--- config.mk ---
export PLATFORM = sky130hd
export DESIGN_NAME = fifo_main
export DESIGN_NICKNAME = d
export VERILOG_FILES = /design/src/rtl/fifo_pkg.sv /design/src/rtl/fifo_flags.sv /design/src/rtl/fifo_main.sv
export SDC_FILE = /design/constraint.sdc
export NUM_CORES = 1
export LEC_CHECK = 0
export BUFFER_PORTS_ARGS = -buffer_cell sky130_fd_sc_hd__buf_2
export CORE_MARGIN = 8
export CORE_UTILIZATION = 57
export DETAILED_ROUTE_END_ITERATION = 16
export PLACE_DENSITY = 0.83
export SLEW_MARGIN = 20
export SYNTH_ARGS = -nofsm -noshare
export SYNTH_HDL_FRONTEND = slang
export SYNTH_SLANG_ARGS = --single-unit
--- constraint.sdc ---
create_clock -name clk -period 4 [get_ports clk]
set_clock_uncertainty 0.2 [all_clocks]
set_input_delay 0.2 -clock clk [delete_from_list [all_inputs] [get_ports clk]]
set_output_delay 0.2 -clock clk [all_outputs]
set_load 0.03 [all_outputs]
--- src/rtl/fifo_pkg.sv ---
// ---------------------------------------------------------------------------
// fifo_pkg
// Shared constants for the QoS-path FIFOs (main ingress and VC0/VC1 FIFOs).
//   MAIN_DATA_W : word width of the main ingress FIFO
//   MAIN_DEPTH  : number of entries (power of two, >= 4)
//   MAIN_ADDR_W : log2(MAIN_DEPTH), pointer width
//   MAIN_VC_BIT : bit of a word that carries the VC id, used by the
//                 downstream demux stages
// ---------------------------------------------------------------------------
package fifo_pkg;

  localparam int MAIN_DATA_W = 6;
  localparam int MAIN_DEPTH  = 8;
  localparam int MAIN_ADDR_W = 3;
  localparam int MAIN_VC_BIT = MAIN_DATA_W - 1;

endpackage : fifo_pkg

--- src/rtl/fifo_flags.sv ---
// ---------------------------------------------------------------------------
// fifo_flags
// Pure combinational decode of a FIFO occupancy count into status flags.
// Shared by the main ingress FIFO and the VC0/VC1 FIFOs.
// Ports:
//   count        in  ADDR_W+1  registered occupancy
//   thr_af       in  ADDR_W+1  almost-full threshold (legal 1..DEPTH)
//   thr_ae       in  ADDR_W+1  almost-empty threshold (legal 0..DEPTH-1)
//   empty        out 1         count == 0
//   full         out 1         count == DEPTH
//   almost_full  out 1         count >= thr_af
//   almost_empty out 1         count <= thr_ae
// ---------------------------------------------------------------------------
module fifo_flags
  import fifo_pkg::*;
#(
  parameter int DEPTH  = MAIN_DEPTH,
  parameter int ADDR_W = MAIN_ADDR_W
) (
  input  logic [ADDR_W:0] count,
  input  logic [ADDR_W:0] thr_af,
  input  logic [ADDR_W:0] thr_ae,
  output logic            empty,
  output logic            full,
  output logic            almost_full,
  output logic            almost_empty
);

  localparam logic [ADDR_W:0] FULL_CNT = (ADDR_W + 1)'(DEPTH);

  assign empty        = (count == '0);
  assign full         = (count == FULL_CNT);
  assign almost_full  = (count >= thr_af);
  assign almost_empty = (count <= thr_ae);

endmodule : fifo_flags

--- src/rtl/fifo_main.sv ---
// ---------------------------------------------------------------------------
// fifo_main
// Main ingress FIFO for the QoS path. Buffers words from the packet source
// and presents the head word first-word-fall-through: the pop stage reads
// Main_data_out in the same cycle it asserts Main_rd.
//
// Optional build macro: MAIN_FIFO_STATS_EN adds saturating 8-bit counters
// of dropped writes (Main_ovf_cnt) and ignored reads (Main_udf_cnt).
//
// Ports:
//   clk                  in  1         sole clock, rising edge
//   reset                in  1         synchronous, active-high
//   Main_wr              in  1         push request
//   Main_data_in         in  DATA_W    push data
//   Main_rd              in  1         pop request, head consumed at the edge
//   Umbral_almost_full   in  ADDR_W+1  almost-full threshold
//   Umbral_almost_empty  in  ADDR_W+1  almost-empty threshold
//   Main_data_out        out DATA_W    head word, 0 when empty
//   Main_empty           out 1         count == 0
//   Main_full            out 1         count == DEPTH
//   Main_almost_full     out 1         count >= Umbral_almost_full
//   Main_almost_empty    out 1         count <= Umbral_almost_empty
//   Main_count           out ADDR_W+1  occupancy
//   Main_ovf_cnt         out 8         (stats build only) dropped writes
//   Main_udf_cnt         out 8         (stats build only) ignored reads
//   Main_error           out 1         sticky overflow/underflow flag
// ---------------------------------------------------------------------------
module fifo_main
  import fifo_pkg::*;
#(
  parameter int DATA_W = MAIN_DATA_W,
  parameter int DEPTH  = MAIN_DEPTH,
  parameter int ADDR_W = MAIN_ADDR_W
) (
  input  logic              clk,
  input  logic              reset,
  input  logic              Main_wr,
  input  logic [DATA_W-1:0] Main_data_in,
  input  logic              Main_rd,
  input  logic [ADDR_W:0]   Umbral_almost_full,
  input  logic [ADDR_W:0]   Umbral_almost_empty,
  output logic [DATA_W-1:0] Main_data_out,
  output logic              Main_empty,
  output logic              Main_full,
  output logic              Main_almost_full,
  output logic              Main_almost_empty,
  output logic [ADDR_W:0]   Main_count,
`ifdef MAIN_FIFO_STATS_EN
  output logic [7:0]        Main_ovf_cnt,
  output logic [7:0]        Main_udf_cnt,
`endif
  output logic              Main_error
);

  logic [DATA_W-1:0] mem [DEPTH];
  logic [ADDR_W-1:0] wr_ptr;
  logic [ADDR_W-1:0] rd_ptr;
  logic [ADDR_W:0]   count;

  logic push;
  logic pop;
  logic overflow;
  logic underflow;

  // A full FIFO still accepts a write when the head leaves in the same cycle.
  assign push      = Main_wr && (!Main_full || Main_rd);
  assign pop       = Main_rd && !Main_empty;
  assign overflow  = Main_wr && Main_full && !Main_rd;
  assign underflow = Main_rd && Main_empty;

  fifo_flags #(
    .DEPTH  (DEPTH),
    .ADDR_W (ADDR_W)
  ) u_flags (
    .count        (count),
    .thr_af       (Umbral_almost_full),
    .thr_ae       (Umbral_almost_empty),
    .empty        (Main_empty),
    .full         (Main_full),
    .almost_full  (Main_almost_full),
    .almost_empty (Main_almost_empty)
  );

  // NOTE: storage has no reset; the pointers and count alone define which
  // entries are valid, and leaving the array unreset lets it map onto plain
  // flops or a register file without a reset tree.
  always_ff @(posedge clk) begin
    if (push) begin
      mem[wr_ptr] <= Main_data_in;
    end
  end

  // NOTE: all sequential state uses non-blocking assignments so every
  // register samples the pre-edge values of its neighbours.
  always_ff @(posedge clk) begin
    if (reset) begin
      wr_ptr     <= '0;
      rd_ptr     <= '0;
      count      <= '0;
      Main_error <= 1'b0;
    end else begin
      if (push) wr_ptr <= wr_ptr + 1'b1;
      if (pop)  rd_ptr <= rd_ptr + 1'b1;
      if (push && !pop)      count <= count + 1'b1;
      else if (pop && !push) count <= count - 1'b1;
      if (overflow || underflow) Main_error <= 1'b1;
    end
  end

`ifdef MAIN_FIFO_STATS_EN
  always_ff @(posedge clk) begin
    if (reset) begin
      Main_ovf_cnt <= '0;
      Main_udf_cnt <= '0;
    end else begin
      if (overflow && (Main_ovf_cnt != 8'hFF))  Main_ovf_cnt <= Main_ovf_cnt + 8'd1;
      if (underflow && (Main_udf_cnt != 8'hFF)) Main_udf_cnt <= Main_udf_cnt + 8'd1;
    end
  end
`endif

  // Fall-through read straight from the array; forced to zero when empty so
  // stale entries never leak downstream.
  assign Main_data_out = Main_empty ? '0 : mem[rd_ptr];
  assign Main_count    = count;

endmodule : fifo_main

# Yosys cells after proc, flatten, opt, wreduce, memory -nomap -nowiden
# Memory sizes are Yosys's and may differ from the RTL's. A register that Yosys moved wholly into a read port is not among the register bits.
# Index checks and enable logic that the tools add are counted.
# Widths: inputs -> output; s select.
# totals
word_cells	35
inputBits	18
reg_bits	11
ramBits	48
n_memories	1
# memory_table
name	depth	word_bits	rd	rd_clocked_by_memory_dff	wr	line	rtl
mem	8	6	1	1	1	fifo_main.sv:55	logic [DATA_W-1:0] mem [DEPTH];
# op_classes
muxes	7
addsub	4
reduce_logical	16
order_cmp	2
eq_ne	1
# ops
cell	count
$mux 4	2
$logic_and 1x1->1	7
$add 3x1->3 const B	2
$mux 3	2
$mux 6	1
$logic_not 1->1	5
$add 4x1->4 const B	1
$eq 4x4->1 const B	1
$ge 4x4->1	1
$le 4x4->1	1
$logic_not 4->1	1
$sub 4x1->4 const B	1
$logic_or 1x1->1	2
$mux 1	2
$reduce_bool 2->1	1

# Depth between registers and ports, before layout
# Gate-level depths: netlist of the first run.
# logic_depth
ltp_word	8
ltp_mapped	10

# Hierarchy
# A second synthesis of the first run with hierarchy kept.
# unflattened
hier_cells	181
area_unflattened_um2	2690.1
# modules_own_cells
module	cells_per_inst	area_per_inst_um2	instances
fifo_main	152	2479.9	1
fifo_flags	29	210.2	1

# Worst setup path after synthesis of the first run
# Ideal clock, no wire load.
# synth_path
path_kind	register to register
start	register count[0], in the netlist Main_count[0]
end	register count[3], in the netlist Main_count[3]
required_ps	3679
arrival_time_ps	2603
n_path_buf	0
path_stages_with_launch	11
setup_time_ps	121
path_slack_ps	1076
cell_sequence	dfxtp_1 or3_4 o21ai_4 inv_4 ha_1 inv_1 ha_1 a21oi_1 a211oi_1 a31oi_1 mux2_2
# synth_between
elab_chain_cells	7
# synth_rtl
element	line	rtl
start: declaration	fifo_main.sv:58	logic [ADDR_W:0] count;
start signal: assignment	fifo_main.sv:104	if (push && !pop) count <= count + 1'b1;
start signal: assignment	fifo_main.sv:105	else if (pop && !push) count <= count - 1'b1;
$eq 4x4->1 (*)	fifo_flags.sv:32	assign full = (count == FULL_CNT);
$logic_not 1->1 (*)	fifo_main.sv:66	assign push = Main_wr && (!Main_full || Main_rd);
$logic_or 1x1->1 (*)	fifo_main.sv:66	
$logic_and 1x1->1 (*)	fifo_main.sv:66	
named net push	fifo_main.sv:60	logic push;
$logic_not 1->1	fifo_main.sv:105	
$logic_and 1x1->1	fifo_main.sv:105	
$reduce_bool 2->1 (no line)	-	
# The timed path passes the listed nets; every way through them passes the cells marked *. The select of a mux whose other input is x is not followed.
# A chain may end at the register's enable or synchronous reset.

# Worst setup path after layout of the first run
# Same ends and word-level chain as after synthesis.

==> reports/qor.csv, run 1 <==
stage,metric,value,unit
synth,synth_async_sr_flop_share,0,
clock_network,cts_tree,yes,
worst_hold_path,min_path_type,in -> reg,
worst_setup_path,crit_path_start,Main_count[0],
synth,synth_top_cell_by_area,edfxtp_1,
sta,max_slew_margin,0.269,
synth,syn-num-nets,211,
worst_setup_path,end_kind,flip-flop,
die,ios,33,
global_routing,grt_pass1_vias,1604,
sta,period_needed,2980,ps
sta,setup_viol,0,
drt,ant_nets,0,
clock_network,clk_latency,330,ps
die,die_area,7300,um2
global_routing,grt_max_degree,14,
clock_network,root_buffer,clkbuf_8,
worst_hold_path,whs_endpoint,wr_ptr[1],
die,die_h,85.4,um
worst_setup_path,rr_startpoint,Main_count[0],
clock_network,hold_buffers,7,
synth,synthDistinctLibCells,37,
global_routing,grt_antenna_before_repair,0,
sta,hold_slack,80.0,ps
synth,ys_ff_latch,62,
placement,portBuffers,32,
power,p_total,2.06,mW
worst_setup_path,reg2reg_depth,10,
sta,period_share,0.745,
cells_and_area,nFillCells,298,
synth,yosysWarnings,0,
cells_and_area,final_cell_area,3220,um2
sta,tightest_slew,1090,ps
synth,synth_seq_area_share,0.627,
placement,gp_congestion,0.742,
clock_network,numCtsBuffers,9,
worst_hold_path,min_from,Main_wr,
synth,ys_top_cells_by_area,"edfxtp_1, dfxtp_1, mux4_2, ha_1, nor2_1",
synth,ys.flop_type,edfxtp_1,
drt,vias,1557,
synth,avgSynthCellArea,15.3,um2
worst_setup_path,rr_endpoint,Main_count[3],
worst_setup_path,cp-start-kind,flip-flop,
run_status,outcome,"finished, final reports clean",
power,p_leak,1.23,nW
worst_setup_path,slowest_delay,470,ps
worst_setup_path,crit_fanout,8,
die,dieWidth,85.4,um
clock_network,post_cts_resize_count,0,
job,cap_violations,0,
sta,fin_tns_setup,0,ps
sta,hold_viol,0,
worst_setup_path,cp_slowest_cell,or3_4,
clock_network,clock_path_buffers,2,
power,power_density,638,nW/um2
placement,placed_area,2970,um2
cells_and_area,drive_above_1_share,0.299,
worst_setup_path,cp_num_buf_inv,2,
die,initial_core_util,0.585,
synth,synth_edf_count,48,
cells_and_area,area_growth,17.3,%
clock_network,cts_max_level,3,
placement,post-dp-hpwl,3.54,mm
worst_setup_path,worst-r2r-setup-slack,1020,ps
clock_network,clock_sinks,62,
global_routing,overflow,0,
global_routing,grt_pass1_wl,8.09,mm
power,ir_drop,361,uV
worst_setup_path,crit_arrival,3000,ps
synth,syn_inst,179,
sta,finalMaxSlewViolations,0,
sta,fmax,335,MHz
drt,firstDrtPassIters,6,
cells_and_area,diodes,0,
drt,wl_per_cell,18.0,um
clock_network,post_cts_buffers,0,
worst_setup_path,worstPathRequired,4010,ps
synth,yosysTopAreaCellShare,0.525,
drt,routed_via_density,5.46,
worst_setup_path,crit_top_cell,ha_1,
worst_setup_path,cpLargestDelayFamily,compound AO/OA/AOI/OAI gates,
drt,drt_iter0_drc,135,
clock_network,clkTransAtPathRegs,70,ps
die,std_cell_rows,25,
synth,syn_area,2750,um2
global_routing,grt_use_total,0.151,
sta,rsz0062_at_grt,false,
drt,drc_errors,0,
worst_setup_path,worst-setup-path-type,reg -> reg,
drt,wl,5.14,mm
cells_and_area,final_util,0.687,
cells_and_area,mostFrequentLayoutCell,edfxtp_1,
worst_hold_path,whs_path_depth,4,
cells_and_area,fin_nets,258,
worst_setup_path,cp_cell_sequence,or3_4 > o21ai_4 > inv_4 > ha_1 > inv_1 > ha_1 > a21oi_1 > a211oi_1 > a31oi_1 > mux2_2,
die,coreArea,4690,um2
cells_and_area,layout_common_cells,"edfxtp_1, buf_2, nor2_1",
through the flow:
| step | setup WS (ps) | cells |
|---|---|---|
| 2_1_floorplan | 1080 | 179 |
| 3_3_place_gp | 1120 | 262 |
| 3_5_place_dp | 1050 | 262 |
| 4_1_cts | 1040 | 285 |
| 5_1_grt | 895 | 285 |
| 6_report | 1020 | 285 |
worst max path at each step:
stage	end	slack [ps]	depth (start not counted)
finish	Main_count[3]	1020	10
global route	Main_count[3]	890	10
CTS	Main_count[3]	1040	10
detailed placement	Main_count[3]	1050	10
global placement	Main_count[3]	1120	10
floorplan	Main_count[3]	1080	10
cell families after synthesis:
family                     synth area share
AOI/OAI and AO/OA                    0.0456
adders and majority gates            0.0665
buffers and inverters                0.0228
DFF                                   0.627
muxes                                 0.132
and+or+nand+nor                      0.0847
xor gates and xnor gates             0.0219
cell usage after synthesis, types with 2 or more instances:
| cell | n |
|---|---|
| o21a_1 | 2 |
| nor2b_1 | 2 |
| ha_1 | 13 |
| nand2_1 | 3 |
| mux4_2 | 12 |
| dfxtp_1 | 14 |
| o21ai_0 | 2 |
| a21oi_1 | 3 |
| xor2_1 | 4 |
| inv_1 | 9 |
| nor3_1 | 5 |
| a21o_1 | 3 |
| clkbuf_1 | 3 |
| o21ai_4 | 2 |
| edfxtp_1 | 48 |
| mux2i_1 | 8 |
| nor2_1 | 22 |
| nand2b_1 | 5 |
report_power, final:
| group | switching [mW] | total [mW] | internal, mW | leakage (nW) |
|---|---|---|---|---|
| sequential | 0.110 | 0.864 | 0.754 | 0.551 |
| clock | 0.220 | 0.500 | 0.280 | 0.0949 |
| combinational | 0.386 | 0.692 | 0.306 | 0.589 |
| total | 0.716 | 2.06 | 1.34 | 1.23 |
tightest hold or removal path: cells and delay by family:
kind / cells / cell delay [ps]
AO/OA/AOI/OAI: 2 / 150
buffers and inverters: 1 / 130
AND/OR/NAND/NOR: 1 / 90
cell type report:
| cell class | count | area [um2] | share of cell area |
|---|---|---|---|
| clock buffer | 10 | 128 | 0.0396 |
| tap | 54 | 67.6 | 0.0210 |
| sequential | 62 | 1720 | 0.534 |
| timing repair buffer | 41 | 245 | 0.0761 |
| multi-input combinational | 102 | 967 | 0.300 |
| inverter | 10 | 40.0 | 0.0124 |
| clock inverter | 6 | 52.6 | 0.0163 |
registers in the layout, summed over array words and instances, names as in the netlist, named ones only:
register and count:
Main_error 1, mem 48, rd_ptr 3, Main_count 4, wr_ptr 3
metal layers:
metal,up-vias,global-route usage,part of all wire
met5,-,0,0
met4,0,0.0653,0.016
met3,7,0.0531,0.047
met2,33,0.250,0.51
met1,756,0.172,0.43
li1,761,-,-
No activity file was read; power rests on OpenSTA's default activity.
==> run 2: changes to the inputs <==
--- a/config.mk
+++ b/config.mk
@@ -5,11 +5,12 @@
 export SDC_FILE = /design/constraint.sdc
 export NUM_CORES = 1
 export LEC_CHECK = 0
+export ABC_AREA = 1
 export BUFFER_PORTS_ARGS = -buffer_cell sky130_fd_sc_hd__buf_2
 export CORE_MARGIN = 8
-export CORE_UTILIZATION = 57
+export CORE_UTILIZATION = 58
 export DETAILED_ROUTE_END_ITERATION = 16
-export PLACE_DENSITY = 0.83
+export PLACE_DENSITY = 0.84
 export SLEW_MARGIN = 20
 export SYNTH_ARGS = -nofsm -noshare
 export SYNTH_HDL_FRONTEND = slang
==> constraint.sdc (replaced) <==
create_clock -name clk -period 3.1 [get_ports clk]
set_clock_uncertainty 0.2 [all_clocks]
set_input_delay 0.155 -clock clk [delete_from_list [all_inputs] [get_ports clk]]
set_output_delay 0.155 -clock clk [all_outputs]
set_load 0.03 [all_outputs]
==> run 2 against run 1 <==
  * Critical path type unchanged
  * Count of clock-buffer cells in the layout grew 2
  * Highest routed layer unchanged
  * Critical path depth grew 3
  * First-iteration DRC count grew 27%
  * Via count grew 36%
  * Sequential power grew 23%
  * Worst setup slack lost 450 ps
  * Routed wire length grew 11%
  * Largest power group unchanged
  * Combinational power grew 39%
  * Synthesized area grew 5.4%
  * Global-route usage grew 0.96 points
  * Total power grew 25%
  * Utilization grew 1.7 points
==> reports/qor.csv, run 2 <==
stage,metric,value,unit
run_status,outcome,"finished, final reports clean",
placement,portBuffers,32,
global_routing,grt_antenna_before_repair,0,
synth,syn_inst,303,
drt,routed_via_density,5.04,
worst_setup_path,cp-start-kind,flip-flop,
power,p_leak,1.49,nW
cells_and_area,area_growth,15.6,%
synth,synth_seq_area_share,0.595,
cells_and_area,mostFrequentLayoutCell,nand2_1,
sta,rsz0062_at_grt,false,
power,p_seq_frac,0.411,
cells_and_area,layout_common_cells,"nand2_1, nor2_1, edfxtp_1",
power,power_density,768,nW/um2
cells_and_area,finalNonFillerCells,420,
worst_setup_path,slowest_delay,390,ps
synth,synth_top_cell_by_area,edfxtp_1,
die,die_h,86.6,um
synth,synthDistinctLibCells,22,
die,coreArea,4750,um2
sta,fmax,396,MHz
synth,yosysTopAreaCellShare,0.498,
worst_setup_path,crit_arrival,2550,ps
power,p_sw,1.01,mW
clock_network,post_cts_buffers,0,
synth,synth_edf_count,48,
worst_hold_path,min_path_type,reg -> reg,
clock_network,numCtsBuffers,9,
die,std_cell_rows,25,
drt,wl,5.69,mm
die,dieWidth,86.6,um
cells_and_area,largest_reg_flops,48,
sta,setup_viol,0,
sta,tightest_slew,683,ps
worst_setup_path,cp_num_buf_inv,3,
synth,ys_ff_latch,62,
clock_network,cts_max_level,3,
worst_hold_path,whs_path_depth,2,
cells_and_area,drive_above_1_share,0.133,
global_routing,grt_max_degree,25,
clock_network,hold_buffers,9,
worst_setup_path,cp_cell_sequence,nor2_1 > nand3_2 > nand2_1 > ha_1 > inv_1 > ha_1 > nand3_1 > inv_1 > nor2_1 > nand2_1 > nand3_1 > nand2_1 > inv_1,
worst_setup_path,critical_path_cell_count,13,
synth,syn_area,2890,um2
sta,period_share,0.815,
sta,period_needed,2530,ps
synth,yosysWarnings,0,
synth,avgSynthCellArea,9.55,um2
cells_and_area,diodes,0,
drt,firstDrtPassIters,4,
synth,synth_common_cells,"nand2_1, nor2_1, edfxtp_1",
placement,gp_congestion,0.800,
sta,hold_viol,0,
placement,dp_cells,396,
die,ios,33,
sta,max_slew_margin,0.543,
clock_network,clock_sinks,62,
clock_network,clk_latency,330,ps
clock_network,clock_path_buffers,2,
power,p_int,1.56,mW
worst_setup_path,end_kind,flip-flop,
drt,drc_errors,0,
placement,post-dp-hpwl,3.97,mm
worst_setup_path,cp_slowest_cell,dfxtp_1,
drt,wl_per_cell,13.5,um
worst_setup_path,cpLargestDelayFamily,simple AND/OR/NAND/NOR gates,
sta,finalMaxSlewViolations,0,
cells_and_area,fin_nets,381,
global_routing,overflow,0,
synth,synth_most_common_cell,nand2_1,
global_routing,grt_pass1_vias,2028,
drt,vias,2118,
global_routing,grt_use_total,0.160,
synth,synth_async_sr_flop_share,0,
drt,ant_nets,0,
synth,ys_top_cells_by_area,"edfxtp_1, dfxtp_1, nand2_1, nor2_1, ha_1",
clock_network,root_buffer,clkbuf_8,
worst_setup_path,worst-setup-path-type,reg -> reg,
worst_setup_path,reg2reg_depth,13,
die,die_area,7510,um2
cells_and_area,nFillCells,345,
synth,syn-num-nets,335,
cells_and_area,registers.top_by_ff_count,mem,
global_routing,grt_pass1_wl,9.25,mm
worst_setup_path,worstPathRequired,3130,ps
sta,hold_slack,312,ps
power,combinationalPowerShare,0.374,
die,initial_core_util,0.609,
clock_network,post_cts_resize_count,0,
job,cap_violations,0,
power,clock_power_share,0.215,
drt,drt_iter0_drc,172,
worst_setup_path,crit_fanout,13,
cells_and_area,final_util,0.704,
power,switching_share,0.395,
clock_network,clkTransAtPathRegs,60,ps
sta,fin_tns_setup,0,ps
clock_network,cts_tree,yes,
synth,ys.flop_type,edfxtp_1,
power,ir_drop,601,uV
-- run 2: cell families after synthesis --
logic type,share of synthesized area
AND/OR/NAND/NOR,0.201
flip-flops,0.595
buffers and inverters,0.0636
AO/OA/AOI/OAI,0.0623
adder cells (fa/ha/maj),0.0631
XOR/XNOR,0.0151
-- run 2: routing by layer --
| layer | up-vias | routed length (um) | GRT usage |
|---|---|---|---|
| met5 | - | 0 | 0 |
| met2 | 56 | 2810 | 0.261 |
| li1 | 1088 | - | - |
| met4 | 0 | 51 | 0.0673 |
| met1 | 970 | 2500 | 0.190 |
| met3 | 4 | 325 | 0.0529 |
-- run 2: area by class of cell --
type	count	area, um2	area share
clock inverter	3	12.5	0.00374
sequential	62	1720	0.515
inverter	39	146	0.0438
clock buffer	12	135	0.0404
tap	67	83.8	0.0251
timing repair buffer	42	258	0.0770
multi-input combinational	195	988	0.295
-- run 2: worst paths after layout --
path,from,end,slack (ps)
max reg2reg,Main_count[0],Main_count[3],570
min,rd_ptr[1],rd_ptr[1],310
min reg2reg,rd_ptr[1],rd_ptr[1],310
max,Main_count[0],Main_count[3],570
-- run 2: power groups by stage --
stage / Combinational (mW) / Clock (mW) / Sequential (mW)
final: 0.961 / 0.552 / 1.06
after CTS: 0.969 / 0.559 / 1.06
after floorplan: 0.691 / 0 / 1.09
after global placement: 0.931 / 0 / 1.07
after detailed placement: 0.953 / 0 / 1.07
after global routing: 1.07 / 0.599 / 1.07
-- run 2: through the flow --
| stage | setup slack [ps] | power (mW) | area, um2 |
|---|---|---|---|
| floorplan | 688 | 1.78 | 2890 |
| global placement | 731 | 2.00 | 3110 |
| detailed placement | 604 | 2.03 | 3110 |
| CTS | 563 | 2.59 | 3350 |
| global route | 309 | 2.74 | 3350 |
| finish | 572 | 2.57 | 3350 |
-- run 2: tightest hold or removal path, cell delays in order, from the launching register on --
cell,delay [ps]
dfxtp_1,320
nand2_1,70
a21oi_1,70
==> run 3: changes to the inputs <==
--- a/config.mk
+++ b/config.mk
@@ -5,12 +5,12 @@
 export SDC_FILE = /design/constraint.sdc
 export NUM_CORES = 1
 export LEC_CHECK = 0
-export ABC_AREA = 1
+export ABC_AREA = 0
 export BUFFER_PORTS_ARGS = -buffer_cell sky130_fd_sc_hd__buf_2
 export CORE_MARGIN = 8
-export CORE_UTILIZATION = 58
+export CORE_UTILIZATION = 57
 export DETAILED_ROUTE_END_ITERATION = 16
-export PLACE_DENSITY = 0.84
+export PLACE_DENSITY = 0.83
 export SLEW_MARGIN = 20
 export SYNTH_ARGS = -nofsm -noshare
 export SYNTH_HDL_FRONTEND = slang
==> constraint.sdc (replaced) <==
create_clock -name clk -period 2.6 [get_ports clk]
set_clock_uncertainty 0.2 [all_clocks]
set_input_delay 0.13 -clock clk [delete_from_list [all_inputs] [get_ports clk]]
set_output_delay 0.13 -clock clk [all_outputs]
set_load 0.03 [all_outputs]
==> run 3 against run 2 <==
  * Die area is 2.8% lower
  * Register-to-register slack got worse by 510 ps
  * Global-route usage is 0.76 points lower
  * Count of clock-buffer cells in the layout decreased by 1
  * Flip-flop and latch count unchanged
  * Sequential power is 18% higher
  * Utilization increased by 2.9 points
  * Worst setup slack lost 510 ps
  * Design area increased by 2.8%
  * Clock power rose by 76%
==> reports/qor.csv, run 3 (synthesis gave the netlist of run 1 again) <==
stage,metric,value,unit
drt,drt_iter0_drc,68,
placement,place_worst_setup_slack,12.6,ps
sta,finalMaxSlewViolations,0,
die,ios,33,
drt,ant_nets,0,
global_routing,grt_pass1_wl,8.45,mm
placement,placed_area,3070,um2
power,p_seq_frac,0.352,
clock_network,clock_sinks,62,
drt,firstDrtPassIters,4,
worst_hold_path,min_path_type,in -> reg,
sta,max_slew_margin,0.282,
drt,vias,1686,
power,power_density,1030,nW/um2
cells_and_area,area_growth,25.2,%
cells_and_area,final_cell_area,3440,um2
power,switching_share,0.328,
die,initial_core_util,0.585,
die,die_h,85.4,um
cells_and_area,registers.top_by_ff_count,mem,
placement,gp_congestion,0.747,
drt,routed_via_density,5.64,
drt,drc_errors,0,
worst_setup_path,crit_fanout,4,
power,clock_power_share,0.275,
die,die_area,7300,um2
placement,portBuffers,32,
cells_and_area,finalNonFillerCells,299,
global_routing,grt_use_total,0.153,
cells_and_area,mostFrequentLayoutCell,edfxtp_1,
die,dieWidth,85.4,um
sta,tightest_slew,1070,ps
worst_setup_path,crit_arrival,2550,ps
clock_network,root_buffer,clkbuf_8,
power,p_int,2.38,mW
power,p_sw,1.16,mW
drt,wl_per_cell,18.2,um
clock_network,cts_max_level,3,
cells_and_area,layout_common_cells,"edfxtp_1, buf_2, nor2_1",
sta,setup_viol,0,
global_routing,grt_max_degree,14,
clock_network,clkTransAtPathRegs,60,ps
job,cap_violations,0,
clock_network,clock_path_buffers,2,
cells_and_area,drive_above_1_share,0.371,
worst_setup_path,cp-start-kind,flip-flop,
sta,rsz0062_at_grt,true,
cells_and_area,nFillCells,288,
clock_network,clk_latency,330,ps
global_routing,grt_antenna_before_repair,0,
sta,hold_viol,0,
cells_and_area,fin_nets,272,
die,coreArea,4690,um2
global_routing,grt_pass1_vias,1733,
cells_and_area,largest_reg_flops,48,
sta,period_needed,2530,ps
power,p_leak,1.33,nW
clock_network,cts_tree,yes,
worst_setup_path,end_kind,flip-flop,
global_routing,overflow,0,
worst_setup_path,worstPathRequired,2620,ps
cells_and_area,diodes,0,
drt,wl,5.43,mm
run_status,outcome,"finished, final reports clean",
die,std_cell_rows,25,
clock_network,numCtsBuffers,9,
sta,fmax,395,MHz
sta,setup_ws,67.1,ps
worst_setup_path,worst-setup-path-type,reg -> reg,
placement,post-dp-hpwl,3.42,mm
power,ir_drop,768,uV
power,combinationalPowerShare,0.373,
sta,period_share,0.974,
placement,dp_cells,271,
[run 3: changes by cell type in the layout (fill, tap and decap cells not counted), moves of 4 or more]
cell	change
mux2i_1	+8
nor3_1	+4
inv_1	-30
o21ai_0	-21
dfxtp_1	-4
nand2_1	-58
mux4_2	+12
a21oi_1	-8
nand2b_1	+5
nor2_1	-31
nand3_1	-21
buf_4	+14
[run 3: critical path, cell delays in order (launching register included)]
cell	delay (ps)
dfxtp_4	340
or3_4	420
o21ai_4	190
inv_4	60
ha_4	170
inv_6	70
ha_4	220
a21oi_4	160
a211oi_2	80
a31oi_1	160
mux2_2	340
[run 3: area by class of cell]
class | instances | area (um2) | share of cell area
Sequential cell | 62 | 1730 | 0.503
Multi-Input combinational cell | 102 | 1010 | 0.295
Timing Repair Buffer | 55 | 353 | 0.103
Clock buffer | 11 | 131 | 0.0382
Clock inverter | 5 | 97.6 | 0.0284
Tap cell | 54 | 67.6 | 0.0196
Inverter | 10 | 45.0 | 0.0131
[run 3: path summary, 6_finish.rpt]
kind / startpoint / to / slack (ps) / cells after the start
worst min-delay path: Main_rd / Main_error / 50 / 5
worst max register to register: Main_count[0] / Main_count[3] / 70 / 10
worst min register to register: Main_error / Main_error / 270 / 2
worst max-delay path: Main_count[0] / Main_count[3] / 70 / 10
[run 3: stage by stage]
| step | util | hold slack, ps | total power, mW | TNS [ps] |
|---|---|---|---|---|
| CTS | 0.720 | 12.3 | 3.49 | 0 |
| floorplan | - | -7.56 | 2.17 | 0 |
| finish | 0.733 | 47.8 | 3.54 | 0 |
| global route | 0.733 | 68.8 | 3.72 | -24.1 |
| global placement | 0.653 | 199 | 2.47 | 0 |
| detailed placement | 0.654 | 201 | 2.50 | 0 |
[run 3: power by group through the flow]
stage          combinational [mW]  clock, mW  sequential (mW)
6_report                     1.32      0.973             1.25
3_3_place_gp                 1.21          0             1.26
3_5_place_dp                 1.24          0             1.27
5_1_grt                      1.43       1.03             1.26
4_1_cts                      1.26      0.987             1.25
2_1_floorplan               0.835          0             1.33
[run 3: timing repair]
item	CTS	global route
resized for setup	0	6
setup buffers	0	4
hold buffers	8	0
hold endpoints to repair	61	0
setup endpoints to repair	0	1
[run 3: per-layer routing]
layer	up-vias	part of all wire	GRT usage
met5	-	0	0
met3	7	0.046	0.0463
li1	795	-	-
met2	46	0.52	0.262
met1	838	0.42	0.176
met4	0	0.010	0.0557
